$ cat src/rtl/calc_pkg.sv
// calc_pkg: key codes, ALU op codes and FSM states shared by the calculator sequencer.
package calc_pkg;
  localparam logic [3:0] KEY_ADD = 4'hA;
  localparam logic [3:0] KEY_SUB = 4'hB;
  localparam logic [3:0] KEY_MUL = 4'hC;
  localparam logic [3:0] KEY_EQ  = 4'hD;
  localparam logic [3:0] KEY_BS  = 4'hE;
  localparam logic [3:0] KEY_CLR = 4'hF;
  localparam logic [3:0] OP_ADD  = 4'd0;
  localparam logic [3:0] OP_SUB  = 4'd1;
  localparam logic [3:0] OP_MUL  = 4'd2;
  typedef enum logic [2:0] {ENTER_A, ENTER_B, EXEC, SHOW, ERROR} state_t;
  function automatic logic is_op(input logic [3:0] k);
    return k == KEY_ADD || k == KEY_SUB || k == KEY_MUL;
  endfunction
  function automatic logic [3:0] key_to_op(input logic [3:0] k);
    return k == KEY_ADD ? OP_ADD : k == KEY_SUB ? OP_SUB : OP_MUL;
  endfunction
endpackage

$ cat src/rtl/bcd_entry_reg.sv
// bcd_entry_reg: BCD operand shift register tracking its count of significant digits.
module bcd_entry_reg #(
  parameter int DIGITS = 4
) (
  input  logic                  clk,
  input  logic                  resetn,
  input  logic                  i_clr,
  input  logic                  i_shift,
  input  logic                  i_back,
  input  logic                  i_load,
  input  logic [3:0]            i_digit,
  input  logic [4*DIGITS-1:0]   i_load_val,
  output logic [4*DIGITS-1:0]   o_val
);
  localparam int CW = $clog2(DIGITS + 1);
  logic [4*DIGITS-1:0] r_val;
  logic [CW-1:0] r_cnt, w_sig;
  // a loaded value gets the count of its significant digits so later edits stay consistent
  always_comb begin
    w_sig = '0;
    for (int i = 0; i < DIGITS; i++) w_sig = i_load_val[4*i+:4] != 4'd0 ? CW'(i + 1) : w_sig;
  end
  always_ff @(posedge clk) begin
    if (!resetn || i_clr) begin
      r_val <= '0;
      r_cnt <= '0;
    end else if (i_load) begin
      r_val <= i_load_val;
      r_cnt <= w_sig;
    end else if (i_shift && r_cnt != CW'(DIGITS)) begin
      r_val <= {r_val[4*DIGITS-5:0], i_digit};
      r_cnt <= (r_cnt == '0 && i_digit == 4'd0) ? '0 : r_cnt + 1'b1;
    end else if (i_back) begin
      r_val <= {4'd0, r_val[4*DIGITS-1:4]};
      r_cnt <= r_cnt == '0 ? '0 : r_cnt - 1'b1;
    end
  end
  assign o_val = r_val;
endmodule

$ cat src/rtl/calc_sequencer.sv
// calc_sequencer: keypad-driven BCD calculator sequencer handing operations to an external ALU.
// Define CALC_CHAIN_EN to let an operator in SHOW chain the result into operand A.
module calc_sequencer
  import calc_pkg::*;
#(
  parameter int DIGITS      = 4,
  parameter int ACK_TIMEOUT = 255
) (
  input  logic                clk,
  input  logic                resetn,
  input  logic                i_key_valid,
  input  logic [3:0]          i_key_code,
  output logic [4*DIGITS-1:0] o_alu_num1,
  output logic [4*DIGITS-1:0] o_alu_num2,
  output logic [3:0]          o_alu_op,
  output logic                o_alu_req,
  input  logic                i_alu_ack,
  input  logic [4*DIGITS-1:0] i_alu_res,
  input  logic                i_alu_err,
  output logic [4*DIGITS-1:0] o_display,
  output logic                o_disp_err,
  output logic                o_busy
);
  localparam int W  = 4 * DIGITS;
  localparam int TW = $clog2(ACK_TIMEOUT + 1);
  state_t r_state;
  logic [3:0] r_op;
  logic r_req;
  logic [TW-1:0] r_tmr;
  logic [W-1:0] r_res, w_a, w_b;
  logic w_digit, w_op, w_eq, w_bs, w_clr, w_chain;
  assign w_digit = i_key_valid && i_key_code <= 4'd9;
  assign w_op    = i_key_valid && is_op(i_key_code);
  assign w_eq    = i_key_valid && i_key_code == KEY_EQ;
  assign w_bs    = i_key_valid && i_key_code == KEY_BS;
  assign w_clr   = i_key_valid && i_key_code == KEY_CLR;
`ifdef CALC_CHAIN_EN
  assign w_chain = w_op && r_state == SHOW;
`else
  assign w_chain = 1'b0;
`endif
  bcd_entry_reg #(.DIGITS(DIGITS)) u_a (
    .clk        (clk),
    .resetn     (resetn),
    .i_clr      (w_clr),
    .i_shift    (w_digit && r_state == ENTER_A),
    .i_back     (w_bs && r_state == ENTER_A),
    .i_load     ((w_digit && r_state == SHOW) || w_chain),
    .i_digit    (i_key_code),
    .i_load_val (w_chain ? r_res : W'(i_key_code)),
    .o_val      (w_a)
  );
  bcd_entry_reg #(.DIGITS(DIGITS)) u_b (
    .clk        (clk),
    .resetn     (resetn),
    .i_clr      (w_clr || (w_op && r_state == ENTER_A) || w_chain),
    .i_shift    (w_digit && r_state == ENTER_B),
    .i_back     (w_bs && r_state == ENTER_B),
    .i_load     (1'b0),
    .i_digit    (i_key_code),
    .i_load_val ('0),
    .o_val      (w_b)
  );
  always_ff @(posedge clk) begin
    if (!resetn || w_clr) begin
      r_state <= ENTER_A;
      r_op    <= OP_ADD;
      r_req   <= 1'b0;
      r_tmr   <= '0;
      r_res   <= '0;
    end else begin
      case (r_state)
        ENTER_A: if (w_op) begin
          r_op    <= key_to_op(i_key_code);
          r_state <= ENTER_B;
        end
        ENTER_B: if (w_op) r_op <= key_to_op(i_key_code);
        else if (w_eq) begin
          r_req   <= 1'b1;
          r_tmr   <= '0;
          r_state <= EXEC;
        end
        // an ack arriving on the timeout cycle still delivers its result
        EXEC: if (i_alu_ack) begin
          r_req   <= 1'b0;
          r_res   <= i_alu_res;
          r_state <= i_alu_err ? ERROR : SHOW;
        end else if (r_tmr == TW'(ACK_TIMEOUT - 1)) begin
          r_req   <= 1'b0;
          r_state <= ERROR;
        end else r_tmr <= r_tmr + 1'b1;
        SHOW: if (w_digit) r_state <= ENTER_A;
        else if (w_chain) begin
          r_op    <= key_to_op(i_key_code);
          r_state <= ENTER_B;
        end
        default: ;
      endcase
    end
  end
  assign o_display  = r_state == ENTER_A ? w_a :
                      (r_state == ENTER_B || r_state == EXEC) ? w_b :
                      r_state == SHOW ? r_res : '0;
  assign o_alu_num1 = w_a;
  assign o_alu_num2 = w_b;
  assign o_alu_op   = r_op;
  assign o_alu_req  = r_req;
  assign o_disp_err = r_state == ERROR;
  assign o_busy     = r_state == EXEC;
endmodule

$ cat config.mk
export PLATFORM = sky130hd
export DESIGN_NAME = calc_sequencer
export DESIGN_NICKNAME = d
export VERILOG_FILES = /design/src/rtl/calc_pkg.sv /design/src/rtl/bcd_entry_reg.sv /design/src/rtl/calc_sequencer.sv
export SDC_FILE = /design/constraint.sdc
export NUM_CORES = 1
export LEC_CHECK = 0
export BUFFER_PORTS_ARGS = -buffer_cell sky130_fd_sc_hd__buf_2
export CAP_MARGIN = 20
export CORE_ASPECT_RATIO = 0.6
export CORE_MARGIN = 8
export CORE_UTILIZATION = 57
export DETAILED_ROUTE_END_ITERATION = 7
export PLACE_DENSITY = 0.88
export RECOVER_POWER = 50
export SLEW_MARGIN = 10
export SYNTH_ARGS = -nofsm -noshare
export SYNTH_HDL_FRONTEND = slang
export SYNTH_HIERARCHICAL = 1
export SYNTH_SLANG_ARGS = --single-unit
$ cat constraint.sdc
create_clock -name clk -period 2.6 [get_ports clk]
set_clock_uncertainty 0.15 [all_clocks]
set_input_delay 0.26 -clock clk [delete_from_list [all_inputs] [get_ports clk]]
set_output_delay 0.26 -clock clk [all_outputs]
set_load 0.01 [all_outputs]
After elaboration in Yosys (flattened, before gate mapping)
Cells that the tools add are included.

Logic and storage cells: 113. Register bits after elaboration: 70.

Mux-type cells: 38. Equal/unequal tests: 20. Magnitude comparators: 1. Add/subtract/negate cells: 5. Reduce and logical (&&, ||, !) cells: 39.

Operators by type and width (number): two-way mux 16 bit (7); two-way mux 3 bit (16); two-way mux 8 bit (4); == test 4 bit, second input constant (6); case mux 8 bit (2 select lines) (1); logical AND 1 bit (15); inequality test 2 bit, second input constant (6); case mux 3 bit (4 select lines) (1); zero test 3 bit (3); adder 8 x 1 -> 8 bit, second input constant (1); == test 8 bit, second input constant (1); nonzero test 4 bit (2); adder 3 x 1 -> 3 bit, second input constant (2); == test 3 x 2 -> 1 bit, second input constant (2); logical OR 1 bit (6); inequality test 3 bit, second input constant (2); AND reduction 6 bit (1); nonzero test 2 bit (3); subtractor 3 x 1 -> 3 bit, second input constant (2); two-way mux 1 bit (5); AND reduction 5 bit (1); less-or-equal comparator 4 bit, second input constant (1); zero test 4 bit (1); two-way mux 2 bit (2); 10 further kinds (12).

Longest topological paths before layout
Gate-level depths: netlist of the first run.

Depth in word-level cells: 7. Depth in mapped cells: 9.

By module
Netlist of the first run, hierarchy kept.

By module, submodules not included: bcd_entry_reg (sequential area each 380.4 sq um, times used 2, cells an instance 155, area an instance 1260.0 sq um); calc_sequencer (sequential area each 600.6 sq um, times used 1, cells an instance 254, area an instance 1998.2 sq um).

Worst setup path after synthesis of the first run
OpenSTA, ideal clock, no wires.

Path type: register to register. From: register r_state[0]. To: register u_a.r_val[8] (netlist: u_a/o_val[8]). Data required time: 2.366 ns. Library setup time: 0.084 ns. Cell stages (with the launch flop): 10. Buffers on the path: 4. Clock period less this slack: 2.268 ns. Path slack: 0.332 ns. Arrival time: 2.034 ns. Path through: dfxtp_1 buf_2 clkbuf_1 nand2_1 nor3_1 buf_2 buf_2 a21oi_1 a221o_1 o31ai_2.

Cells in the longest elaborated chain, start to end: 4. Elaborated cells between the ends (all ways): 9. Classes of those cells: 1 x eq/ne; 1 x mux; 7 x reduce/logical.

RTL lines: start: declaration (line calc_sequencer.sv:26) `state_t r_state;`; start signal: assignment (line calc_sequencer.sv:87) `r_state <= i_alu_err ? ERROR : SHOW;`; zero test 3 bit (line calc_sequencer.sv:46, calc_sequencer.sv:47); logical AND 1 bit (line calc_sequencer.sv:46) `.i_shift (w_digit && r_state == ENTER_A),`; logical AND 1 bit (line bcd_entry_reg.sv:30) `end else if (i_shift && r_cnt != CW'(DIGITS)) begin`; two-way mux 16 bit / nonzero test 2 bit (equally long branches); end signal: assignment (line bcd_entry_reg.sv:28) `r_val <= i_load_val;`; end signal: assignment (line bcd_entry_reg.sv:31) `r_val <= {r_val[4*DIGITS-5:0], i_digit};`; end signal: assignment (line bcd_entry_reg.sv:34) `r_val <= {4'd0, r_val[4*DIGITS-1:4]};`; end: declaration (line bcd_entry_reg.sv:16) `logic [4*DIGITS-1:0] r_val;`.

Parallel ways exist; a longest one is shown, timed or not. A chain may end at the register's enable or synchronous reset.

Worst setup path in the final report of the first run
From: register r_state[0]. To: register u_b.r_val[1] (netlist: u_b/o_val[1]).

Cells in the longest elaborated chain, start to end: 4. Elaborated cells between the ends (all ways): 10. Classes of those cells: 1 x eq/ne; 1 x mux; 8 x reduce/logical.

RTL lines (line): == test 3 x 1 -> 1 bit / zero test 3 bit (equally long branches) (calc_sequencer.sv:57, calc_sequencer.sv:58, calc_sequencer.sv:56); logical AND 1 bit, on equally long branches (calc_sequencer.sv:57, calc_sequencer.sv:56); logical AND 1 bit / logical OR 1 bit (equally long branches) (bcd_entry_reg.sv:30, calc_sequencer.sv:56); two-way mux 16 bit, or another cell as far along (bcd_entry_reg.sv:30); end signal: assignment (bcd_entry_reg.sv:28); end signal: assignment (bcd_entry_reg.sv:31); end signal: assignment (bcd_entry_reg.sv:34); end: declaration (bcd_entry_reg.sv:16).

Parallel ways exist; a longest one is shown, timed or not.

==> qor.yml, run 1 <==
design.die.area_um2: 11130
clock-sinks: 68
clockBufferDepth: 2
drv_cap: 0
r2r_slack_ns: 0.24
hold_path_end: "r_res[14]"
grt-ovfl-total: 0
io_pins: 80
drv_slew: 0
hold_start: "i_alu_res[14]"
synthFlopType: "dfxtp_1"
wire_per_inst_um: 17.76
clock.fmax_mhz: 424.2
p_leak_nw: 2.122
p_per_area_nw_per_um2: 580.4
crit_type: "flop to flop"
drt_pass1_iterations: 8
min_path_cells: 3
htreeDepth: 3
max_slew_margin_pct: 41.14
vias_per_cell: 6.021
cts_tree: "built"
hold_viol: 0
cp_data_required_time_ns: 2.70
grtUsageTotal_pct: 25.65
r2r_cells: 7
routabilityCongestion: 0.8691
clk_pin_slew_ns: 0.06
ys_seq_area_share_pct: 30.13
setup_violations: 0
synth_area_um2: 4518
post_cts_buffers: 0
worst_pin_slew_ns: 0.8736
dr_total_vias: 4793
drive_gt1_share_pct: 15.26
fin_hold_ws_ns: 0.01326
crit_fanout: 21
nNetsFinal: 716
grt_pass1_wl_mm: 23.07
wl_mm: 14.13
rows: 25
start_kind: "flop"
hold_path.class: "primary input to flop"
cp_data_arrival_time_ns: 2.46
postCtsResizedCells: 0
async_flop_share_pct: 0
syn2layout_area_growth_pct: 21.88
syn_area_per_cell_um2: 8.011
run_status: "finished, final reports clean"
end_kind: "flop"
root_buffer: "clkbuf_16"
synth_cell_types: 61
postRouteAntennaNets: 0
io_buffers: 77
final.setup.tns_ns: 0
hpwl_mm: 9.859
drcViolationCount: 0
core_area_um2: 7789
timing.rr.start: "r_state[0]"
die_y_um: 84.97
fin_crit_sh_pct: 90.67
synth_seq_cells: 68
start_util_pct: 58.01
yosys_warnings: 6
first_global_vias: 4544
grt_antenna_before_repair: 0
rsz0062_at_grt: "false"
grt_max_degree: 46
cts_buffers: 9
drtIter0Drc: 600
holdBufCountCts: 0
insertion_delay_ns: 0.34
synth-edff-count: 0
ir_drop_v: 0.0003869
syn_inst: 564
finalCriticalPeriod_ns: 2.358
reg2reg_to: "u_b/o_val[1]"
antenna_cells: 0
die_x_um: 130.9
[registers in the layout, summed over array words and instances (netlist names)]
| register | flops |
|---|---|
| u_a/o_val | 16 |
| r_tmr | 8 |
| u_b/o_val | 16 |
| u_b/r_cnt | 3 |
| r_state | 3 |
| u_a/r_cnt | 3 |
| r_res | 16 |
| o_alu_op | 2 |
| o_alu_req | 1 |
[area by class of cell]
type / instances / area (um^2)
clock inverter: 4 / 120.1
sequential: 68 / 1363
inverter: 34 / 127.6
multi-input combinational: 473 / 3010
clock buffer: 12 / 246.5
fill: 627 / 2282
tap: 108 / 135.1
timing repair buffer: 97 / 504.2
[placed cells by master, fill, tap and decap left out, drive strengths merged, types with 4 or more instances in the layout]
master / synthesis / routed
bufinv: 0 / 4
buf: 29 / 58
a21o: 5 / 5
nor2: 19 / 19
nor2b: 36 / 36
a21oi: 52 / 52
nor3: 23 / 23
clkbuf: 18 / 51
nor3b: 10 / 10
a211oi: 50 / 50
or3: 4 / 4
nand2: 48 / 48
nand3: 18 / 18
a221o: 6 / 6
a221oi: 8 / 8
o21ai: 18 / 18
xor2: 5 / 5
a21bo: 4 / 4
inv: 34 / 34
conb: 1 / 59
o31ai: 6 / 6
nand2b: 6 / 6
mux2i: 22 / 22
nor4: 9 / 9
ha: 8 / 8
a31o: 8 / 8
dfxtp: 68 / 68
[worst max path at each step]
| stage | to | cells past startpoint | slack (ns) | startpoint |
|---|---|---|---|---|
| after global routing | u_b/o_val[4] | 7 | 0.11 | r_state[0] |
| after CTS | u_b/o_val[0] | 7 | 0.28 | r_state[0] |
| final | u_b/o_val[1] | 7 | 0.24 | r_state[0] |
| after floorplan | u_a/o_val[8] | 9 | 0.33 | r_state[0] |
| after detailed placement | u_a/o_val[6] | 8 | 0.21 | i_key_code[2] |
| after global placement | u_a/o_val[13] | 9 | 0.38 | i_key_code[2] |
[stage by stage]
step / instances / cell area (um^2) / setup WS [ns] / power (W) / util (%)
2_1_floorplan: 622 / 4736 / 0.3315 / 0.001509 / -
3_3_place_gp: 780 / 5209 / 0.3801 / 0.001665 / 66.88
3_5_place_dp: 780 / 5209 / 0.2083 / 0.001682 / 66.88
4_1_cts: 796 / 5575 / 0.2828 / 0.003202 / 71.58
5_1_grt: 796 / 5507 / 0.1128 / 0.003319 / 70.70
6_report: 796 / 5507 / 0.2425 / 0.003196 / 70.70
[cell families (layout without fill, tap and decap cells)]
family | count (synthesis) | after routing | share of synthesized area [%]
other | 1 | 59 | 0.08300
adder cells (fa/ha/maj) | 8 | 8 | 2.216
buffers and inverters | 81 | 147 | 8.197
XOR/XNOR | 8 | 8 | 1.551
flip-flops | 68 | 68 | 30.13
AND/OR/NAND/NOR | 192 | 192 | 23.68
multiplexers | 22 | 22 | 4.874
AO/OA/AOI/OAI | 184 | 184 | 29.27
[cell usage after synthesis, types with 3 or more instances]
| cell type | n | share of area [%] |
|---|---|---|
| nor4_1 | 9 | 1.2 |
| or4_1 | 3 | 0.50 |
| nand2_1 | 48 | 4.0 |
| a21o_1 | 5 | 0.83 |
| o21bai_1 | 3 | 0.50 |
| xnor2_1 | 3 | 0.58 |
| nor3b_1 | 9 | 1.5 |
| a31o_2 | 8 | 1.6 |
| o32ai_1 | 3 | 0.58 |
| a211oi_1 | 50 | 8.3 |
| a21oi_1 | 51 | 5.6 |
| nor2_1 | 19 | 1.6 |
| inv_1 | 34 | 2.8 |
| and3_1 | 3 | 0.42 |
| a221oi_1 | 8 | 1.6 |
| buf_4 | 8 | 1.3 |
| nor2b_1 | 36 | 5.0 |
| o31ai_2 | 6 | 1.7 |
| o211ai_1 | 3 | 0.50 |
| buf_2 | 17 | 1.9 |
| ha_1 | 8 | 2.2 |
| o21ai_0 | 14 | 1.6 |
| mux2i_1 | 22 | 4.9 |
| nor3_1 | 21 | 2.3 |
| a221o_1 | 6 | 1.3 |
| clkbuf_1 | 18 | 1.5 |
| a21bo_2 | 4 | 0.89 |
| nand2b_1 | 6 | 0.83 |
| o21ai_1 | 4 | 0.44 |
| xor2_1 | 5 | 0.97 |
| nand3_1 | 17 | 1.9 |
| dfxtp_1 | 68 | 30 |
[worst max-delay path, cell delays in order (launching register included)]
cell	delay [ns]
dfxtp_1	0.37
or3b_1	0.44
nor2_1	0.27
a21boi_4	0.31
buf_12	0.20
or3_4	0.24
o21ai_0	0.12
nor3_1	0.17
[per-layer routing]
layer  part of all wire, %  track usage (%)  vias up
met2                    45            38.32      264
met4                   2.0            9.326        0
met1                    43            33.90     2258
met3                   9.7            7.697       31
li1                      -                -     2240
met5                     0                0        -
[power breakdown]
group          leakage, nW  total [W]  internal (W)  switching [W]
sequential           0.555    0.00116       0.00109      0.0000707
clock                0.177    0.00152       0.00106       0.000462
combinational         1.39   0.000513      0.000200       0.000313
(Power assumes the default switching activity.)
==> run 2, diff against run 1 <==
--- a/config.mk
+++ b/config.mk
@@ -11,6 +11,7 @@
 export CORE_MARGIN = 8
 export CORE_UTILIZATION = 57
 export DETAILED_ROUTE_END_ITERATION = 7
+export MAX_ROUTING_LAYER = met4
 export PLACE_DENSITY = 0.88
 export RECOVER_POWER = 50
 export SLEW_MARGIN = 10
==> qor.yml, run 2 (synthesis results as in run 1) <==
hpwl_mm: 9.859  # unchanged
switchingPower_w: 0.0008451  # about the same
p_seq_share_pct: 36.3  # about the same
p_clk_share_pct: 47.7  # about the same
postCtsResizedCells: 0  # unchanged
root_buffer: "clkbuf_16"
first_global_vias: 4554  # +0.22%
intPower_w: 0.002351  # about the same
rsz0062_at_grt: "false"
drcViolationCount: 0  # unchanged
final.setup.tns_ns: 0  # unchanged
cts_buffers: 9  # unchanged
layout_common_cells: "67 x dfxtp_1, 59 x conb_1, 52 x a21oi_1"
grt_pass1_wl_mm: 22.95  # -0.54%
die_x_um: 130.9  # unchanged
core_area_um2: 7789  # unchanged
end_kind: "flop"
p_per_area_nw_per_um2: 580.3  # about the same
finalCriticalPeriod_ns: 2.371  # +0.01326 ns
drive_gt1_share_pct: 15.26  # unchanged
start_kind: "flop"
setup_violations: 0  # unchanged
ir_drop_v: 0.0003855  # -0.36%
p_leak_nw: 2.122  # unchanged
io_buffers: 77  # unchanged
vias_per_cell: 6.029  # +0.13%
insertion_delay_ns: 0.34  # about the same
start_util_pct: 58.01  # unchanged
grt_antenna_before_repair: 0  # unchanged
drv_slew: 0  # unchanged
cts_tree: "built"
final_cells: 796  # unchanged
post_cts_buffers: 0  # unchanged
dr_total_vias: 4799  # +0.13%
worst_pin_slew_ns: 0.8639  # -0.009736 ns
fin_crit_sh_pct: 91.18  # +0.51 points
max_slew_margin_pct: 41.80  # +0.66 points
drv_cap: 0  # unchanged
clock-sinks: 68  # unchanged
crit_type: "flop to flop"
nNetsFinal: 716  # unchanged
grt_max_degree: 46  # unchanged
drtIter0Drc: 569  # -5.2%
fill_cells: 627  # unchanged
grt-ovfl-total: 0  # unchanged
holdBufCountCts: 0  # unchanged
design.die.area_um2: 11130  # unchanged
cp_cell_sequence: "or3b_1, nor2_1, a21boi_4, buf_12, a21oi_1, a221oi_1, a31o_2"
syn2layout_area_growth_pct: 21.88  # unchanged
hold_viol: 0  # unchanged
final_common_cell: "dfxtp_1"
postRouteAntennaNets: 0  # unchanged
antenna_cells: 0  # unchanged
grtUsageTotal_pct: 26.28  # +0.63 points
cp_data_arrival_time_ns: 2.50  # +0.04 ns
run_status: "finished, final reports clean"
dp_cells: 780  # unchanged
wire_per_inst_um: 17.73  # -0.12%
swShare_pct: 26.44  # about the same
clk_pin_slew_ns: 0.06  # about the same
clock.fmax_mhz: 421.8  # -0.56%
crit_fanout: 21  # unchanged
htreeDepth: 3  # unchanged
io_pins: 80  # unchanged
slowest_stage: "or3b_1"
cp_slowest_stage_delay_ns: 0.44  # about the same
clockBufferDepth: 2  # unchanged
cp_data_required_time_ns: 2.73  # +0.03 ns
drt_pass1_iterations: 6  # -2
comb_power_share_pct: 16.1  # about the same
rows: 25  # unchanged
die_y_um: 84.97  # unchanged
wl_mm: 14.12  # -0.12%
hold_path.class: "primary input to flop"
routabilityCongestion: 0.8833  # +1.6%
==> run 2: cell counts in the layout (fill, tap and decap cells not counted) <==
No cell type changed its count.
==> run 2: per-layer routing <==
metal	part of all wire, %	track usage [%]	up-vias
li1	-	-	2244
met1	43	34.49	2250
met2	45	38.18	268
met3	10	6.508	37
met4	1.9	9.326	0
met5	0	-	-
==> run 2: area by class of cell <==
class                   count  area [um^2]  share of cell area (%)
flip-flops and latches     68         1363                   24.74
well taps                 108        135.1                   2.454
clock inverters             4        120.1                   2.181
repair buffers             97        504.2                   9.157
inverters                  34        127.6                   2.318
multi-input cells         473         3010                   54.67
clock buffers              12        246.5                   4.476
==> run 2: power by group through the flow <==
stage	Combinational (W)	Clock [W]	Sequential, W
floorplan	0.000343	0	0.00117
global route	0.000559	0.00159	0.00116
detailed placement	0.000506	0	0.00118
CTS	0.000513	0.00153	0.00116
finish	0.000514	0.00152	0.00116
global placement	0.000490	0	0.00117
==> run 2: worst paths after layout <==
path                                     from            to  slack [ns]  cells after the start
worst max-delay path               r_state[0]  u_b/o_val[0]        0.23                      7
worst min-delay path            i_alu_res[14]     r_res[14]        0.02                      3
worst max register to register     r_state[0]  u_b/o_val[0]        0.23                      7
worst min register to register    o_alu_op[1]   o_alu_op[1]        0.31                      2
==> run 2: through the flow <==
step	cell area, um^2	setup WS, ns	hold WS (ns)	util (%)	power, W
floorplan	4736	0.3315	0.2460	-	0.001509
global placement	5209	0.3801	0.2915	66.88	0.001665
detailed placement	5209	0.2083	0.3036	66.88	0.001682
CTS	5575	0.2828	0.007508	71.58	0.003202
global route	5507	0.1112	0.02335	70.70	0.003317
finish	5507	0.2292	0.01630	70.70	0.003196
==> run 2: critical path, delay by kind of cell (launching register included) <==
family                 cells  cell delay (ns)
buffers and inverters      1             0.19
and+or+nand+nor            2             0.72
AOI/OAI and AO/OA          4             0.89
DFF                        1             0.37
